$ cat config.mk
export PLATFORM = sky130hd
export DESIGN_NAME = nor_reduce_seq
export DESIGN_NICKNAME = d
export VERILOG_FILES = /design/src/rtl/nor_reduce_seq.sv
export SDC_FILE = /design/constraint.sdc
export NUM_CORES = 1
export LEC_CHECK = 0
export CORE_MARGIN = 3
export CORE_UTILIZATION = 30
export CTS_CLUSTER_DIAMETER = 60
export CTS_CLUSTER_SIZE = 30
export DETAILED_ROUTE_END_ITERATION = 7
export DONT_BUFFER_PORTS = 1
export HOLD_SLACK_MARGIN = 0.02
export SLEW_MARGIN = 20
export SYNTH_ARGS = -nofsm -noshare
export SYNTH_HDL_FRONTEND = slang
export SYNTH_SLANG_ARGS = --single-unit
$ cat constraint.sdc
create_clock -name clk -period 2.4 [get_ports clk]
set_input_delay 0.48 -clock clk [delete_from_list [all_inputs] [get_ports clk]]
set_output_delay 0.48 -clock clk [all_outputs]
set_load 0.02 [all_outputs]
$ cat src/rtl/nor_reduce_seq.sv
// nor_reduce_seq: sequential N-input AND/OR/NAND/NOR reduction built only from 2-input NOR gates
module nor_reduce_seq #(
  parameter int N = 8,
  parameter bit EARLY_EXIT = 1'b0,
  localparam int CW = $clog2(N + 1)
) (
  input  logic          clk,
  input  logic          rst,
  input  logic          start,
  input  logic [1:0]    mode,
  input  logic [N-1:0]  in,
  output logic          busy,
  output logic          done,
  output logic          out,
  output logic [CW-1:0] count
);
  localparam int IW = $clog2(N);
  typedef enum logic [1:0] {IDLE, RUN, DONE} state_t;
  state_t state, state_n;
  logic [N-1:0] in_r, in_n;
  logic [1:0] mode_r, mode_n;
  logic acc, acc_n, fold, out_n;
  logic [IW-1:0] idx, idx_n;
  logic [CW-1:0] count_n;
  function automatic logic nor2(input logic x, input logic y);
    return ~(x | y);
  endfunction
  function automatic logic not1(input logic x);
    return nor2(x, x);
  endfunction
  function automatic logic or2(input logic x, input logic y);
    return not1(nor2(x, y));
  endfunction
  function automatic logic and2(input logic x, input logic y);
    return nor2(not1(x), not1(y));
  endfunction
  function automatic logic base(input logic a, input logic b, input logic or_type);
    return or_type ? or2(a, b) : and2(a, b);
  endfunction
  function automatic logic fin(input logic a, input logic inv);
    return inv ? not1(a) : a;
  endfunction
  assign busy = state != IDLE;
  assign done = state == DONE;
  assign fold = base(acc, in_r[idx], mode_r[0]);
  // dominant value equals mode[0]: 0 for AND-type, 1 for OR-type
  always_comb begin
    state_n = state;
    in_n = in_r;
    mode_n = mode_r;
    acc_n = acc;
    idx_n = idx;
    out_n = out;
    count_n = count;
    if (state == IDLE && start) begin
      in_n = in;
      mode_n = mode;
      acc_n = in[0];
      idx_n = IW'(1);
      state_n = (EARLY_EXIT && in[0] == mode[0]) ? DONE : RUN;
      out_n = (EARLY_EXIT && in[0] == mode[0]) ? fin(in[0], mode[1]) : out;
      count_n = (EARLY_EXIT && in[0] == mode[0]) ? CW'(1) : count;
    end else if (state == RUN) begin
      acc_n = fold;
      idx_n = idx + IW'(1);
      if (idx == IW'(N - 1) || (EARLY_EXIT && fold == mode_r[0])) begin
        state_n = DONE;
        out_n = fin(fold, mode_r[1]);
        count_n = CW'(idx) + CW'(1);
      end
    end else if (state == DONE) begin
      state_n = IDLE;
    end
  end
  always_ff @(posedge clk or posedge rst) begin
    if (rst) begin
      state <= IDLE;
      in_r <= '0;
      mode_r <= '0;
      acc <= 1'b0;
      idx <= '0;
      out <= 1'b0;
      count <= '0;
    end else begin
      state <= state_n;
      in_r <= in_n;
      mode_r <= mode_n;
      acc <= acc_n;
      idx <= idx_n;
      out <= out_n;
      count <= count_n;
    end
  end
endmodule

== Word level (Yosys, flattened, before mapping) ==
Cells that the tools add are included.

* Bits of input ports: 13
* Logic and storage cells: 40
* Output and inout port bits: 7
* Register bits: 21

* Mux-type cells: 12
* Reduce and logical (&&, ||, !) cells: 7
* Bitwise operators: 7
* Eq/ne operators: 4
* Add/subtract/negate cells: 2
* Order comparisons: 1

{| class="wikitable"
|+ Operators with widths
! kind !! count
|-
| $mux 2 || 4
|-
| $mux 3 || 2
|-
| $mux 1 || 5
|-
| $not 1->1 || 5
|-
| $add 3x1->4 const B || 1
|-
| $lt 3x4->1 const B || 1
|-
| $reduce_bool 2->1 || 2
|-
| $add 3x1->3 const B || 1
|-
| $bmux 1 s3 || 1
|-
| $eq 3x3->1 const B || 1
|-
| $ne 3x2->1 const B || 1
|-
| $reduce_and 3->1 || 1
|-
| $reduce_bool 3->1 || 1
|-
| $eq 2x1->1 const B || 1
|-
| $eq 2x2->1 const B || 1
|-
| $logic_not 2->1 || 1
|-
| $or 1x1->1 || 2
|-
| $reduce_and 2->1 || 1
|-
| $logic_and 1x1->1 || 1
|}

== Longest topological paths before layout ==
Gate-level depths: netlist (run 1).

* Word-level depth: 8
* Mapped depth: 5
* Gate-level depth less buffers: 5

== Worst setup path after synthesis (run 1) ==
OpenSTA, ideal clock, no wires.

* Path type: flip-flop to flip-flop
* From: register idx[1]
* To: register out
* Buffers on the path: 0
* Arrival: 1.716 ns
* Cell stages (with the launch flop): 6
* Setup time: 0.124 ns
* Path slack: 0.560 ns
* Data required time: 2.276 ns
* Period minus slack after synthesis: 1.840 ns
* Path through: dfrtp_1 -> mux4_1 -> mux2_2 -> maj3_2 -> xnor2_1 -> o21ai_1

* Longest elaborated chain between the ends: 8
* Elaborated cells between the ends (all ways): 11
* Classes of those cells: 1 x eq/ne; 4 x mux; 5 x bitwise; 1 x reduce/logical

{| class="wikitable"
|+ RTL lines
! item !! line !! source
|-
| start: declaration || 23 || <nowiki>logic [IW-1:0] idx, idx_n;</nowiki>
|-
| start signal: assignment || 89 || <nowiki>idx <= idx_n;</nowiki>
|-
| $bmux 1 s3 || 45 || <nowiki>assign fold = base(acc, in_r[idx], mode_r[0]);</nowiki>
|-
| $mux 1 (implied by the code) || 45 ||
|-
| $not 1->1 || 26 || <nowiki>return ~(x | y);</nowiki>
|-
| $or 1x1->1 || 26 ||
|-
| $not 1->1 || 26 ||
|-
| $mux 1 || 38 || <nowiki>return or_type ? or2(a, b) : and2(a, b);</nowiki>
|-
| $not 1->1 || 26 ||
|-
| $mux 1 || 41 || <nowiki>return inv ? not1(a) : a;</nowiki>
|-
| end signal: assignment || 90 || <nowiki>out <= out_n;</nowiki>
|-
| end: declaration || 14 || <nowiki>output logic out,</nowiki>
|}

Several ways; a longest one is shown, not always the timed one. The select of a mux whose other input is x is not followed.
A chain may end at the register's enable or synchronous reset.

== Worst setup path in the final report (run 1) ==
Ends and elaborated chain as after synthesis.

==> results of run 1 <==
cell usage after synthesis:
| cell type | n | area share |
|---|---|---|
| nand3_1 | 1 | 0.0055 |
| nand2_2 | 1 | 0.0069 |
| o21a_1 | 1 | 0.0082 |
| ha_1 | 2 | 0.027 |
| inv_1 | 4 | 0.016 |
| and2b_2 | 1 | 0.0096 |
| o21ai_0 | 1 | 0.0055 |
| xnor2_1 | 1 | 0.0096 |
| o21bai_1 | 1 | 0.0082 |
| clkbuf_1 | 1 | 0.0041 |
| dfrtp_1 | 21 | 0.58 |
| o21ai_1 | 3 | 0.016 |
| a21o_1 | 1 | 0.0082 |
| o311ai_1 | 1 | 0.0096 |
| mux2_1 | 11 | 0.14 |
| maj3_2 | 1 | 0.012 |
| nor2b_1 | 1 | 0.0069 |
| or2_1 | 1 | 0.0069 |
| mux2_2 | 1 | 0.012 |
| mux2i_1 | 1 | 0.011 |
| a22o_1 | 2 | 0.019 |
| nor2_1 | 1 | 0.0041 |
| nand2_1 | 5 | 0.021 |
| mux4_1 | 2 | 0.058 |
logic make-up after synthesis:
group / synth area share
DFF: 0.577
and+or+nand+nor: 0.0604
adders and majority gates: 0.0398
muxes: 0.217
buffers and inverters: 0.0206
xor gates and xnor gates: 0.00962
AOI/OAI and AO/OA: 0.0756
stage by stage:
| stage | utilization | area [sq um] | power [mW] |
|---|---|---|---|
| global route | 0.347 | 981 | 1.44 |
| detailed placement | 0.337 | 953 | 1.17 |
| floorplan | - | 911 | 1.05 |
| finish | 0.347 | 981 | 1.32 |
| CTS | 0.347 | 981 | 1.34 |
| global placement | 0.337 | 953 | 1.14 |
worst max path at each step:
stage	from	endpoint	slack [ns]
floorplan	idx[1]$_DFFE_PP0P_	out$_DFFE_PP0P_	0.56
CTS	idx[1]$_DFFE_PP0P_	out$_DFFE_PP0P_	0.45
finish	idx[1]$_DFFE_PP0P_	out$_DFFE_PP0P_	0.45
global route	idx[1]$_DFFE_PP0P_	out$_DFFE_PP0P_	0.33
global placement	idx[1]$_DFFE_PP0P_	out$_DFFE_PP0P_	0.53
detailed placement	idx[1]$_DFFE_PP0P_	out$_DFFE_PP0P_	0.47
layer usage:
| layer | wire [um] | share of wire | global-route usage | vias to the layer above |
|---|---|---|---|---|
| met2 | 759 | 0.49 | 0.162 | 14 |
| met3 | 83 | 0.053 | 0.0440 | 4 |
| met1 | 682 | 0.44 | 0.119 | 257 |
| li1 | - | - | - | 248 |
| met4 | 27 | 0.017 | 0.0464 | 0 |
| met5 | 0 | 0 | 0 | - |
state kept, by name, summed over array words and instances, names as in the netlist:
signal,cells
out,1
mode_r,2
in_r,8
idx,3
count,4
state,2
acc,1
area by class of cell:
type | count | area [sq um] | share of cell area
Clock buffer | 3 | 22.5 | 0.0230
Multi-Input combinational cell | 40 | 367 | 0.374
Clock inverter | 1 | 5.00 | 0.00510
Sequential cell | 21 | 526 | 0.536
Timing Repair Buffer | 1 | 7.51 | 0.00765
Inverter | 4 | 15.0 | 0.0153
Tap cell | 31 | 38.8 | 0.0395
report_power, final:
group	switching [mW]	internal, mW	total [mW]
clock	0.110	0.0624	0.172
sequential	0.169	0.522	0.691
combinational	0.192	0.263	0.455
==> results.ini, run 1 <==
[synthesis]
ys_seq_elements = 21
syn_nets = 81
synth_area_sq_um = 911
ys_seq_area_frac = 0.577
synthCells = 66
yosysWarnings = 0
ys_types = 24
syn_avg_cell_area_sq_um = 13.8

[drt]
wl_um = 1550
via_per_inst = 5.18
drtIter0Drc = 12
vias = 523
drc = 0
drtPass1Iterations = 2
antenna_left = 0
wl_per_cell_um = 15.4

[worst_setup_path]
reg2reg_depth = 5
rr_startpoint = idx[1]$_DFFE_PP0P_
cp.arrival_ns = 2.17
cpPeakStageDelay_ns = 0.57
crit_type = flop to flop
path_cells = mux4_1 > mux2_2 > maj3_2 > xnor2_1 > o21ai_1
critPathMaxFanout = 5
r2r-end = out$_DFFE_PP0P_
worst_ep_required_time_ns = 2.62
cp_slowest_cell = mux4_1
cp.buffers_inverters = 0
r2r_slack_ns = 0.45
critPathTopFamily = multiplexers
worst-path-stages = 5
critPathLaunchType = flop
endpoint_kind = flop

[floorplanning]
dieWidth_um = 61.1
die_h_um = 61.1
core_area_sq_um = 2830
ios = 20
start_util = 0.322
dieArea_sq_um = 3730
fp-row-count = 19

[cts]
clk_latency_ns = 0.32
numCtsBuffers = 3
ctsRootBufferMaster = clkbuf_4
cts_setup_buffers = 0
cts.sinks = 21
hold_buffers = 0
clockBufferDepth = 2
cts.repair.resized = 0
clkTransAtPathRegs_ns = 0.13
htreeDepth = 1
cts_tree = done

[finish]
antenna_cells = 0
final_nets = 86
drive_gt1_frac = 0.129
syn2layout_area_growth_pct = 7.69
nFillCells = 285
stdcell_count = 101
mostFrequentLayoutCell = dfrtp_1
layout_common_cells = dfrtp_1 (21), mux2_1 (11), nand2_1 (5)

[timing]
tns_ns = 0
finalSetupViolCount = 0
relSlewSlack = 0.496
fin_skew_ns = 0.0186
worst_pin_slew_ns = 0.755
timing.hold.ws_ns = 0.164
post-route-min-period_ns = 1.95
hold_viol = 0
fin_ws_ns = 0.452
final.period_utilization = 0.812
fmax_mhz = 513
slew_violations = 0
rsz0062_at_grt = false

[power_and_ir_drop]
power.density_nw_per_um2 = 1340
vdd_drop_max_v = 0.000643
p_leak_nw = 0.440

[run_status]
status = completed

[job]
max_cap_viol_count = 0

[global_routing]
grt_max_degree = 22
grt_pass1_wl_um = 2650
grt_use_total = 0.102
grt.overflow.total = 0
antenna_found_initial = 0
first_global_vias = 567

[placed_design]
dp.cells = 97
io_buffers = 0
dpl.hpwl_um = 1180
place_ws_ns = 0.472
gp_congestion = 0.745

[worst_hold_path]
hold_path_class = input pin to asynchronous set/reset pin

(Power assumes the default switching activity.)
==> run 2: changes to the inputs <==
clock period = 1.95 ns   (was 2.4 ns; I/O delays follow)
==> results.ini, run 2 (synthesis results as in run 1) <==
[worst_setup_path]
cp.buffers_inverters = 0
worst_ep_required_time_ns = 2.15
path_cells = mux4_2 > mux2_2 > maj3_2 > xnor2_1 > o21ai_1
cp.arrival_ns = 2.01
critPathMaxFanout = 3
crit_type = flop to flop
critPathLaunchType = flop
endpoint_kind = flop
cpPeakStageDelay_ns = 0.50
critPathTopFamily = multiplexers
cp_slowest_cell = mux4_2

[global_routing]
use_met1 = 0.118
grt.busiest_layer = met2
antenna_found_initial = 0
use_met3 = 0.0440
grt_max_degree = 22
grt.overflow.total = 0
use_met2 = 0.145
grt_use_total = 0.0915
grt_pass1_wl_um = 2500
first_global_vias = 542

[timing]
fmax_mhz = 551
rsz0062_at_grt = false
fin_skew_ns = 0.00908
relSlewSlack = 0.491
worst_pin_slew_ns = 0.763
hold_viol = 0
final.period_utilization = 0.930
finalSetupViolCount = 0
tns_ns = 0
fin_ws_ns = 0.137
post-route-min-period_ns = 1.81
slew_violations = 0

[drt]
wl_per_cell_um = 14.9
drtIter0Drc = 28
antenna_left = 0
wl_um = 1540
drtPass1Iterations = 2
vias = 538
drc = 0
via_per_inst = 5.22

[cts]
numCtsBuffers = 3
cts_tree = done
ctsRootBufferMaster = clkbuf_4
clockBufferDepth = 2
clkTransAtPathRegs_ns = 0.12
htreeDepth = 1
cts.sinks = 21
clk_latency_ns = 0.30

[finish]
multiInputGateArea_sq_um = 359
largest_reg_flops = 8
syn2layout_area_growth_pct = 8.52
final_area_sq_um = 988
antenna_cells = 0
mostFrequentLayoutCell = dfrtp_1
final_nets = 88
layout_common_cells = dfrtp_1 (20), mux2_1 (11), nand2_1 (5)
regArea_sq_um = 527
reg_top3 = in_r: 8 flops, count: 4 flops, idx: 3 flops
stdcell_count = 103
drive_gt1_frac = 0.181
nFillCells = 295
largest-register = in_r

[floorplanning]
die_h_um = 61.1
dieWidth_um = 61.1
ios = 20
start_util = 0.322
fp-row-count = 19
dieArea_sq_um = 3730
core_area_sq_um = 2830

[job]
max_cap_viol_count = 0

[placed_design]
io_buffers = 0
gp_congestion = 0.732
dp.cells = 98
dpl.hpwl_um = 1130
dpl_cell_area_sq_um = 961
place_ws_ns = 0.0769

[power_and_ir_drop]
power.density_nw_per_um2 = 1680
p_leak_nw = 0.438
vdd_drop_max_v = 0.000717
p_total_mw = 1.66

[worst_hold_path]
hold_path_class = input pin to asynchronous set/reset pin

[run_status]
status = completed

==> run 2: changes by cell type in the layout (fill, tap and decap cells not counted) <==
cell	before	now
dfrtp_1	21	20
clkbuf_1	0	1
mux4_2	0	2
mux4_1	2	0
dfrtp_2	0	1
clkinv_2	1	0
buf_4	1	3
==> run 2: cell type report <==
| cell class | count | area share |
|---|---|---|
| sequential | 21 | 0.533 |
| multi-input combinational | 40 | 0.363 |
| tap | 31 | 0.0392 |
| timing repair buffer | 3 | 0.0228 |
| inverter | 4 | 0.0152 |
| clock buffer | 4 | 0.0266 |
==> run 2: metrics by stage <==
stage	utilization	hold WS (ns)
3_5_place_dp	0.340	0.466
2_1_floorplan	-	0.367
6_report	0.349	0.0966
4_1_cts	0.349	0.118
5_1_grt	0.349	0.131
3_3_place_gp	0.340	0.460
==> run 2: worst paths after layout <==
check | startpoint | to | slack [ns] | cells past startpoint
setup / recovery | idx[1]$_DFFE_PP0P_ | out$_DFFE_PP0P_ | 0.14 | 5
setup reg to reg | idx[1]$_DFFE_PP0P_ | out$_DFFE_PP0P_ | 0.14 | 5
hold / removal | rst | idx[1]$_DFFE_PP0P_ | 0.1 | 1
hold reg to reg | in_r[7]$_DFFE_PP0P_ | in_r[7]$_DFFE_PP0P_ | 0.50 | 1
max in group asynchronous | rst | idx[1]$_DFFE_PP0P_ | 1.34 | 1
min in group clk | mode[1] | mode_r[1]$_DFFE_PP0P_ | 0.21 | 1
==> run 2: routing by layer <==
metal / vias to the layer above / wire [um] / part of all wire
met5: - / 0 / 0
met4: 0 / 0 / 0
met3: 0 / 80 / 0.052
met2: 13 / 728 / 0.47
met1: 280 / 727 / 0.47
li1: 245 / - / -
==> run 2: report_power, final <==
group / switching [mW] / internal, mW
logic: 0.248 / 0.351
registers: 0.206 / 0.644
clock network: 0.127 / 0.0797
==> run 2: what timing repair did <==
action | in CTS | in global routing
hold buffers | 0 | 0
resized for setup | 0 | 3
buffers inserted | 0 | 1
setup endpoints to repair | 0 | 2
